### config.mk
export PLATFORM = sky130hd
export DESIGN_NAME = prefetch_unit
export DESIGN_NICKNAME = d
export VERILOG_FILES = /design/src/rtl/simple_processor_pkg.sv /design/src/rtl/sync_fifo.sv /design/src/rtl/prefetch_unit.sv
export SDC_FILE = /design/constraint.sdc
export NUM_CORES = 1
export LEC_CHECK = 0
export ABC_AREA = 1
export BUFFER_PORTS_ARGS = -buffer_cell sky130_fd_sc_hd__buf_2
export CAP_MARGIN = 20
export CORE_MARGIN = 1
export CORE_UTILIZATION = 30
export DETAILED_ROUTE_END_ITERATION = 10
export PLACE_DENSITY = 0.48
export SETUP_SLACK_MARGIN = 0.3
export SYNTH_ARGS = -nofsm -noshare
export SYNTH_HDL_FRONTEND = slang
export SYNTH_SLANG_ARGS = --single-unit
### constraint.sdc
create_clock -name clk_i -period 3.3 [get_ports clk_i]
set_input_delay 0.33 -clock clk_i [delete_from_list [all_inputs] [get_ports clk_i]]
set_output_delay 0.33 -clock clk_i [all_outputs]
set_load 0.1 [all_outputs]
### src/rtl/simple_processor_pkg.sv
`default_nettype none
// ============================================================================
// Module   : simple_processor_pkg
// Purpose  : Shared widths, PC step and fetch FSM state type for the core.
// Revision : 1.0 - initial release
// ============================================================================
package simple_processor_pkg;

   localparam int ADDR_WIDTH  = 16;
   localparam int DATA_WIDTH  = 16;
   localparam int INSTR_BYTES = 2;

   typedef enum logic [1:0] {
      BOOT    = 2'd0,
      FETCH   = 2'd1,
      DISCARD = 2'd2
   } fetch_state_e;

endpackage
`default_nettype wire

### src/rtl/sync_fifo.sv
`default_nettype none
// ============================================================================
// Module   : sync_fifo
// Purpose  : Single-clock FIFO with flush, power-of-two depth, show-ahead read.
// Revision : 1.0 - initial release
// ============================================================================
module sync_fifo #(
   parameter int WIDTH = 32,
   parameter int DEPTH = 4
) (
   input  logic                     clk_i,
   input  logic                     rst_i,
   input  logic                     push,
   input  logic                     pop,
   input  logic                     flush,
   input  logic [WIDTH-1:0]         wdata,
   output logic [WIDTH-1:0]         rdata,
   output logic                     full,
   output logic                     empty,
   output logic [$clog2(DEPTH):0]   count
);

   localparam int            PW     = $clog2(DEPTH);
   localparam logic [PW:0]   C_FULL = (PW+1)'(DEPTH);

   logic [WIDTH-1:0] r_mem [DEPTH];
   logic [PW-1:0]    r_wr_ptr;
   logic [PW-1:0]    r_rd_ptr;
   logic [PW:0]      r_count;
   logic             w_push;
   logic             w_pop;

   assign empty = (r_count == '0);
   assign full  = (r_count == C_FULL);
   assign count = r_count;
   assign rdata = r_mem[r_rd_ptr];
   assign w_pop  = pop && !empty;
   assign w_push = push && !full;

   // Storage is left unreset; only pointers and count carry state.
   always_ff @(posedge clk_i) begin
      if (w_push && !rst_i && !flush) begin
         r_mem[r_wr_ptr] <= wdata;
      end
   end

   always_ff @(posedge clk_i) begin
      if (rst_i || flush) begin
         r_wr_ptr <= '0;
         r_rd_ptr <= '0;
         r_count  <= '0;
      end else begin
         if (w_push) r_wr_ptr <= r_wr_ptr + 1'b1;
         if (w_pop)  r_rd_ptr <= r_rd_ptr + 1'b1;
         case ({w_push, w_pop})
            2'b10:   r_count <= r_count + 1'b1;
            2'b01:   r_count <= r_count - 1'b1;
            default: r_count <= r_count;
         endcase
      end
   end

endmodule
`default_nettype wire

### src/rtl/prefetch_unit.sv
`default_nettype none
// ============================================================================
// Module   : prefetch_unit
// Purpose  : Instruction prefetcher: single-outstanding fetch FSM feeding a FIFO.
// Revision : 1.0 - initial release
// ============================================================================
module prefetch_unit #(
   parameter int ADDR_WIDTH  = simple_processor_pkg::ADDR_WIDTH,
   parameter int DATA_WIDTH  = simple_processor_pkg::DATA_WIDTH,
   parameter int DEPTH       = 4,
   parameter int INSTR_BYTES = simple_processor_pkg::INSTR_BYTES
) (
   input  logic                  clk_i,
   input  logic                  rst_i,
   input  logic [ADDR_WIDTH-1:0] boot_addr_i,
   input  logic                  redirect_i,
   input  logic [ADDR_WIDTH-1:0] redirect_addr_i,
   output logic                  imem_req_o,
   output logic [ADDR_WIDTH-1:0] imem_addr_o,
   input  logic [DATA_WIDTH-1:0] imem_rdata_i,
   input  logic                  imem_ack_i,
   output logic                  instr_valid_o,
   output logic [DATA_WIDTH-1:0] instr_o,
   output logic [ADDR_WIDTH-1:0] instr_pc_o,
   input  logic                  instr_ready_i
);

   import simple_processor_pkg::*;

   localparam int CW = $clog2(DEPTH) + 1;
   localparam int EW = DATA_WIDTH + ADDR_WIDTH;

   fetch_state_e          r_state;
   logic [ADDR_WIDTH-1:0] r_fetch_pc;
   logic [ADDR_WIDTH-1:0] r_req_addr;
   logic                  r_busy;

   logic                  w_req;
   logic                  w_ack;
   logic                  w_push;
   logic                  w_pop;
   logic                  w_full;
   logic                  w_empty;
   logic [CW-1:0]         w_count;
   logic [EW-1:0]         w_head;

   // A request already on the bus is held even if the buffer fills meanwhile.
   always_comb begin
      w_req = 1'b0;
      case (r_state)
         FETCH:   w_req = r_busy || !w_full;
         DISCARD: w_req = 1'b1;
         default: w_req = 1'b0;
      endcase
   end

   assign w_ack         = w_req && imem_ack_i;
   assign w_push        = (r_state == FETCH) && w_ack && !redirect_i;
   assign w_pop         = instr_ready_i && !w_empty;
   assign imem_req_o    = w_req;
   assign imem_addr_o   = r_busy ? r_req_addr : r_fetch_pc;
   assign instr_valid_o = (w_count != '0);
   assign instr_o       = w_head[EW-1 -: DATA_WIDTH];
   assign instr_pc_o    = w_head[ADDR_WIDTH-1:0];

   always_ff @(posedge clk_i) begin
      if (rst_i) begin
         r_state    <= BOOT;
         r_fetch_pc <= '0;
         r_req_addr <= '0;
         r_busy     <= 1'b0;
      end else begin
         case (r_state)
            BOOT: begin
               r_fetch_pc <= redirect_i ? redirect_addr_i : boot_addr_i;
               r_state    <= FETCH;
            end
            FETCH: begin
               if (w_req && !imem_ack_i) begin
                  r_busy     <= 1'b1;
                  r_req_addr <= imem_addr_o;
               end else begin
                  r_busy     <= 1'b0;
               end
               if (redirect_i) begin
                  r_fetch_pc <= redirect_addr_i;
                  if (w_req && !imem_ack_i) r_state <= DISCARD;
               end else if (w_ack) begin
                  r_fetch_pc <= r_fetch_pc + ADDR_WIDTH'(INSTR_BYTES);
               end
            end
            DISCARD: begin
               if (redirect_i) r_fetch_pc <= redirect_addr_i;
               if (imem_ack_i) begin
                  r_busy  <= 1'b0;
                  r_state <= FETCH;
               end
            end
            default: r_state <= BOOT;
         endcase
      end
   end

   sync_fifo #(
      .WIDTH (EW),
      .DEPTH (DEPTH)
   ) u_buf (
      .clk_i (clk_i),
      .rst_i (rst_i),
      .push  (w_push),
      .pop   (w_pop),
      .flush (redirect_i),
      .wdata ({imem_rdata_i, r_fetch_pc}),
      .rdata (w_head),
      .full  (w_full),
      .empty (w_empty),
      .count (w_count)
   );

endmodule
`default_nettype wire

==> results of run 1 <==
==> state kept, by name, indices dropped and copies added, names as in the netlist, named ones only <==
register        cells
u_buf.r_rd_ptr      2
u_buf.count         3
r_req_addr         16
r_state             2
r_fetch_pc         16
u_buf.r_wr_ptr      2
r_busy              1
u_buf.r_mem       128
==> per-stage QoR <==
stage	cells	total power [mW]	instance area (µm²)	hold WS [ns]
6_report	1205	5.23	9100	0.109
3_3_place_gp	1172	3.22	8470	0.444
2_1_floorplan	768	3.02	7540	0.429
3_5_place_dp	1172	3.21	8470	0.446
5_1_grt	1205	5.44	9100	0.103
4_1_cts	1204	5.28	9070	0.0996
==> critical path, stage by stage, from the launching register on <==
cell        delay [ns]
dfxtp_1           0.41
inv_1             0.09
ha_1              0.29
nor2_1            0.14
nand3_1           0.14
nand2_2           0.14
clkinvlp_4        0.11
nand3_1           0.15
ha_1              0.17
inv_1             0.06
fa_1              0.37
a21oi_1           0.15
o21ai_0           0.11
o21ai_0           0.16
a21oi_1           0.06
==> worst paths after layout <==
path	start	depth (start not counted)	endpoint	slack, ns
hold / removal	imem_rdata_i[13]	1	u_buf.r_mem[3][29]$_DFFE_PP_	0.11
setup / recovery	r_state[0]$_SDFFE_PP0P_	14	u_buf.count[2]$_SDFFE_PP0P_	0.65
setup reg to reg	r_state[0]$_SDFFE_PP0P_	14	u_buf.count[2]$_SDFFE_PP0P_	0.65
hold reg to reg	r_req_addr[5]$_SDFFE_PP0P_	2	r_req_addr[5]$_SDFFE_PP0P_	0.45
==> cell type report <==
type | count | area (µm²) | area share
clock buffers | 18 | 429 | 0.0472
clock inverters | 14 | 175 | 0.0192
flip-flops and latches | 172 | 4730 | 0.519
well taps | 324 | 405 | 0.0445
multi-input cells | 508 | 2460 | 0.271
repair buffers | 119 | 708 | 0.0778
inverters | 50 | 193 | 0.0212
==> metal layers <==
| metal | part of all wire | vias up |
|---|---|---|
| met2 | 0.44 | 168 |
| met1 | 0.50 | 2628 |
| li1 | - | 2887 |
| met3 | 0.051 | 12 |
| met5 | 0 | - |
| met4 | 0.0070 | 0 |
==> power by group through the flow <==
stage	Combinational [mW]	Sequential (mW)	Clock [mW]
CTS	0.698	2.47	2.11
floorplan	0.540	2.48	0
global route	0.760	2.48	2.20
global placement	0.698	2.52	0
finish	0.700	2.47	2.06
detailed placement	0.696	2.52	0
==> placed cells by master, fill, tap and decap left out, types with 3 or more instances in the layout <==
cell,instances
a21oi_1,71
buf_12,4
buf_2,102
buf_4,12
clkbuf_16,17
dfxtp_1,43
edfxtp_1,128
ha_1,11
inv_1,45
inv_6,4
inv_8,3
nand2_1,145
nand2_2,3
nand3_1,35
nand4_1,7
nor2_1,86
nor2_4,5
o21ai_0,92
o21ai_1,9
o22ai_1,33
==> cell families (layout without fill, tap and decap cells) <==
kind of cell / Yosys count / in the layout / share of synthesized area
and+or+nand+nor: 287 / 287 / 0.157
AOI/OAI and AO/OA: 209 / 209 / 0.146
DFF: 172 / 172 / 0.629
buffers and inverters: 88 / 201 / 0.0467
adders and majority gates: 12 / 12 / 0.0210
==> results.yml, run 1 <==
power:
  clkPwrFrac: 0.394
  power_leakage_nw: 3.39
  p_seq_frac: 0.472
  pwr-share-comb: 0.134
  p_sw_mw: 1.55
  ir_drop_v: 0.000329
  power_density_mw_per_mm2: 575
  intPower_mw: 3.69
  switching_share: 0.295
sta:
  period_share: 0.803
  skew_ns: 0.00862
  setup_viol: 0
  maxSlewHeadroom: 0.556
  finalHoldViolCount: 0
  period_minus_slack_ns: 2.65
  rsz0062_at_grt: "no"
  timing.final.ws_setup_ns: 0.649
  worst_slew_pin_slew_ns: 0.666
  slew_violations: 0
  clock.fmax_mhz: 377
  fin_tns_setup_ns: 0
grt:
  top_usage_layer: "met2"
  grt_util_met1: 0.210
  grtUsageMet3: 0.0319
  antenna_found_initial: 0
  grt_first_pass_wirelength_mm: 29.6
  globalRouteTotalUtil: 0.150
  grtUsageMet2: 0.233
  grt_start_max_net_pins: 65
  grt_overflow: 0
  grt_pass1_vias: 5270
synth:
  synth_common_cells: "146 x nand2_1, 128 x edfxtp_1, 97 x o21ai_0"
  ys_ff_latch: 172
  syn_nets: 833
  synth_top_cell_by_area: "edfxtp_1"
  synth_cells: 768
  synth_top_area_share: 0.512
  synth_edf_count: 128
  synth_cell_types: 32
  ys_seq_area_frac: 0.629
  netlist_area_mm2: 0.00751
  avgSynthCellArea_um2: 9.77
  async_reset_ff_frac: 0
  synth_flop_cell: "edfxtp_1"
  synthTopCellsByArea: "edfxtp_1 51%, dfxtp_1 12%, nand2_1 7.3%, o21ai_0 6.5%, a21oi_1 4.7%"
  yosysMostFrequentCell: "nand2_1"
  yosys_warnings: 0
placement:
  finalWeightedCongestion: 0.786
  io_buffers: 102
  post-place-ws_ns: 0.620
  dp_hpwl_mm: 12.1
detailed_routing:
  wl_mm: 18.8
  detail-route-antenna-nets: 0
  initialDrtViolationCount: 399
  drt_pass1_iterations: 5
  drc: 0
  vias: 5695
  post_drt_wl_per_cell_um: 15.6
  avgViaCountPerCell: 4.73
floorplan:
  fp.coreArea_mm2: 0.0245
  start_util: 0.307
  dieArea_mm2: 0.0257
  rows: 57
  die_w_um: 160
  pin_count: 103
  die_y_um: 160
clock_tree:
  cts-root-buf: "clkbuf_16"
  cts_resized: 0
  postCtsSetupRepairBufs: 0
  cts_sinks: 172
  cts_max_path_buffers: 2
  h-tree-depth: 4
  clock_latency_ns: 0.43
  clkTransAtPathRegs_ns: 0.07
  hold_buffers: 0
  cts_tree: "yes"
  numCtsBuffers: 17
setup_path:
  cp_max_fo: 7
  end_kind: "flip-flop"
  worstPathRequired_ns: 3.62
  cp-start-kind: "flip-flop"
  crit_arrival_ns: 2.97
  path_class: "flip-flop to flip-flop"
layout:
  fillCellCount: 2448
  drive_gt1_frac: 0.190
  n_antenna_cell: 0
  nets: 933
  fin_util: 0.372
  syn_to_final_growth_pct: 21.2
hold_path:
  hold_path_class: "primary input to flip-flop"
run_status:
  status: "finished, final reports clean"
flow_run:
  drv_cap: 0
(Power assumes the default switching activity.)
==> run 2: changes to the inputs <==
ABC_AREA = 0   (was 1)
PLACE_DENSITY = 0.46   (was 0.48)
clock period = 2.5 ns   (was 3.3 ns; I/O delays follow)
==> run 2 against run 1 <==
  * Critical path depth shrank 4
  * Utilization grew 3.0 points
  * Synthesized cell count shrank 33%
  * Clock power grew 39%
  * Non-clock buffer count grew 20
  * Global-route usage shrank 1.4 points
  * Power grew 40%
  * Via count shrank 19%
  * Register-to-register slack lost 0.28 ns
  * Maximum frequency grew 24%
  * Sequential share of layout area shrank 3.5 points
  * Setup slack lost 0.28 ns
  * Critical endpoint unchanged
  * Largest cell class unchanged
==> results.yml, run 2 <==
run_status:
  status: "finished, final reports clean"
floorplan:
  start_util: 0.306
  die_y_um: 160
  fp.coreArea_mm2: 0.0243
  pin_count: 103
  die_w_um: 160
  dieArea_mm2: 0.0255
  rows: 57
hold_path:
  hold_path_class: "primary input to flip-flop"
  min_path_cells: 1
  hold_end: "u_buf.r_mem[1][22]$_DFFE_PP_"
  min_from: "imem_rdata_i[6]"
power:
  intPower_mw: 5.25
  p_seq_frac: 0.444
  switching_share: 0.285
  power_density_mw_per_mm2: 752
  ir_drop_v: 0.000583
  p_sw_mw: 2.10
  power_leakage_nw: 3.40
  clkPwrFrac: 0.390
  pwr-share-comb: 0.166
grt:
  grt_pass1_vias: 4801
  globalRouteTotalUtil: 0.136
  antenna_found_initial: 0
  grt_start_max_net_pins: 35
  grt_overflow: 0
  grt_first_pass_wirelength_mm: 26.4
setup_path:
  end_kind: "flip-flop"
  reg2reg_slack_ns: 0.37
  slowest_delay_ns: 0.37
  cp-start-kind: "flip-flop"
  timing.rr.end: "u_buf.count[2]$_SDFFE_PP0P_"
  crit_arrival_ns: 2.49
  crit_buf_inv: 2
  r2r_cells: 10
  crit_chain: "inv_2, ha_4, nand2_1, a311o_1, ha_2, inv_1, fa_2, xor2_1, or3_1, a21oi_2"
  rr_startpoint: "r_state[0]$_SDFFE_PP0P_"
  crit_family: "adder cells"
  worstPathRequired_ns: 2.86
  path_class: "flip-flop to flip-flop"
  cp_max_fo: 4
  cpMaxStageDelayCell: "dfxtp_4"
layout:
  syn_to_final_growth_pct: 31.1
  reg.largest.list: "u_buf.r_mem x128, r_fetch_pc x16, r_req_addr x16"
  nets: 709
  layout_commonest_cell: "edfxtp_1"
  n_antenna_cell: 0
  mostFrequentLayoutCells: "128 x edfxtp_1, 69 x buf_2, 40 x nand2_1, 40 x dfxtp_1, 38 x buf_12"
  largest_register: "u_buf.r_mem"
  drive_gt1_frac: 0.383
  largest_reg_flops: 128
  fillCellCount: 2245
sta:
  finalHoldViolCount: 0
  setup_viol: 0
  period_minus_slack_ns: 2.13
  timing.final.ws_setup_ns: 0.370
  period_share: 0.852
  skew_ns: 0.00740
  worst_slew_pin_slew_ns: 0.455
  rsz0062_at_grt: "yes"
  clock.fmax_mhz: 469
  slew_violations: 0
  fin_tns_setup_ns: 0
  maxSlewHeadroom: 0.689
synth:
  synth_common_cells: "128 x edfxtp_1, 44 x dfxtp_1, 40 x nand2_1"
  ys_seq_area_frac: 0.634
  async_reset_ff_frac: 0
  synthTopCellsByArea: "edfxtp_1 52%, dfxtp_1 12%, mux4_2 9.7%, a21oi_1 2.4%, mux2_2 2.1%"
  yosysMostFrequentCell: "edfxtp_1"
  syn_nets: 580
  avgSynthCellArea_um2: 14.5
  yosys_warnings: 0
  netlist_area_mm2: 0.00745
  synth_top_area_share: 0.516
  ys_ff_latch: 172
  synth_edf_count: 128
  synth_flop_cell: "edfxtp_1"
  synth_cells: 515
  synth_top_cell_by_area: "edfxtp_1"
  synth_cell_types: 62
clock_tree:
  cts-root-buf: "clkbuf_16"
  cts_sinks: 172
  clkTransAtPathRegs_ns: 0.07
  clock_latency_ns: 0.42
  h-tree-depth: 4
  cts_tree: "yes"
  cts_max_path_buffers: 2
  hold_buffers: 0
  numCtsBuffers: 17
placement:
  io_buffers: 102
  dp_hpwl_mm: 11.5
  post-place-ws_ns: 0.261
  finalWeightedCongestion: 0.799
detailed_routing:
  detail-route-antenna-nets: 0
  drc: 0
  vias: 4627
  post_drt_wl_per_cell_um: 17.1
  wl_mm: 16.7
  drt_pass1_iterations: 4
  initialDrtViolationCount: 234
  avgViaCountPerCell: 4.72
flow_run:
  drv_cap: 0
[run 2: final cells by class]
| type | count | area, µm² | area share |
|---|---|---|---|
| flip-flops and latches | 172 | 4730 | 0.485 |
| multi-input cells | 301 | 2590 | 0.265 |
| well taps | 324 | 405 | 0.0415 |
| clock buffers | 17 | 425 | 0.0435 |
| clock inverters | 14 | 224 | 0.0229 |
| repair buffers | 139 | 1350 | 0.138 |
| inverters | 13 | 48.8 | 0.00499 |
[run 2: routing by layer]
metal  part of all wire  routed length, µm  track usage  vias to the layer above
met5                  0                  0            0                        -
met3              0.048                801       0.0349                       10
met4             0.0071                119       0.0367                        0
met2               0.47               7860        0.215                      120
li1                   -                  -            -                     2231
met1               0.48               7950        0.184                     2266
[run 2: cell families (layout without fill, tap and decap cells)]
kind of cell / count (synthesis) / in the layout / share of synthesized area
AO/OA/AOI/OAI: 90 / 90 / 0.0806
XOR/XNOR: 13 / 13 / 0.0153
adder cells (fa/ha/maj): 12 / 12 / 0.0212
buffers and inverters: 42 / 183 / 0.0265
flip-flops: 172 / 172 / 0.634
multiplexers: 55 / 55 / 0.130
AND/OR/NAND/NOR: 131 / 131 / 0.0924
[run 2: worst max path at each step]
stage	from	to	slack, ns	cells after the start
floorplan	r_fetch_pc[5]$_SDFFE_PP0P_	r_req_addr[5]$_SDFFE_PP0P_	0.23	4
global placement	r_state[1]$_SDFFE_PP0P_	u_buf.count[2]$_SDFFE_PP0P_	0.33	10
detailed placement	r_state[1]$_SDFFE_PP0P_	u_buf.count[2]$_SDFFE_PP0P_	0.26	10
CTS	r_state[1]$_SDFFE_PP0P_	imem_req_o	0.30	6
global route	r_state[0]$_SDFFE_PP0P_	u_buf.count[2]$_SDFFE_PP0P_	0.29	10
finish	r_state[0]$_SDFFE_PP0P_	u_buf.count[2]$_SDFFE_PP0P_	0.37	10
[run 2: repair_timing]
action	in CTS	in global routing
pin swaps	1	4
gates resized for setup	1	8
setup endpoints to repair	50	121
buffers inserted	1	9
[run 2: power groups by stage]
stage,registers (mW),clock network [mW],logic [mW]
after floorplan,3.32,0,0.861
after global placement,3.32,0,1.19
after detailed placement,3.32,0,1.19
after CTS,3.26,2.95,1.20
after global routing,3.27,3.05,1.29
final,3.26,2.87,1.22
[run 2: through the flow]
stage / instances / power (mW) / hold slack [ns] / util / cell area, µm²
final: 980 / 7.35 / 0.0483 / 0.402 / 9770
after global routing: 980 / 7.62 / 0.0225 / 0.402 / 9770
after CTS: 971 / 7.41 / 0.0276 / 0.398 / 9690
after detailed placement: 939 / 4.52 / 0.460 / 0.371 / 9030
after global placement: 939 / 4.51 / 0.454 / 0.371 / 9030
after floorplan: 515 / 4.18 / 0.349 / - / 7500
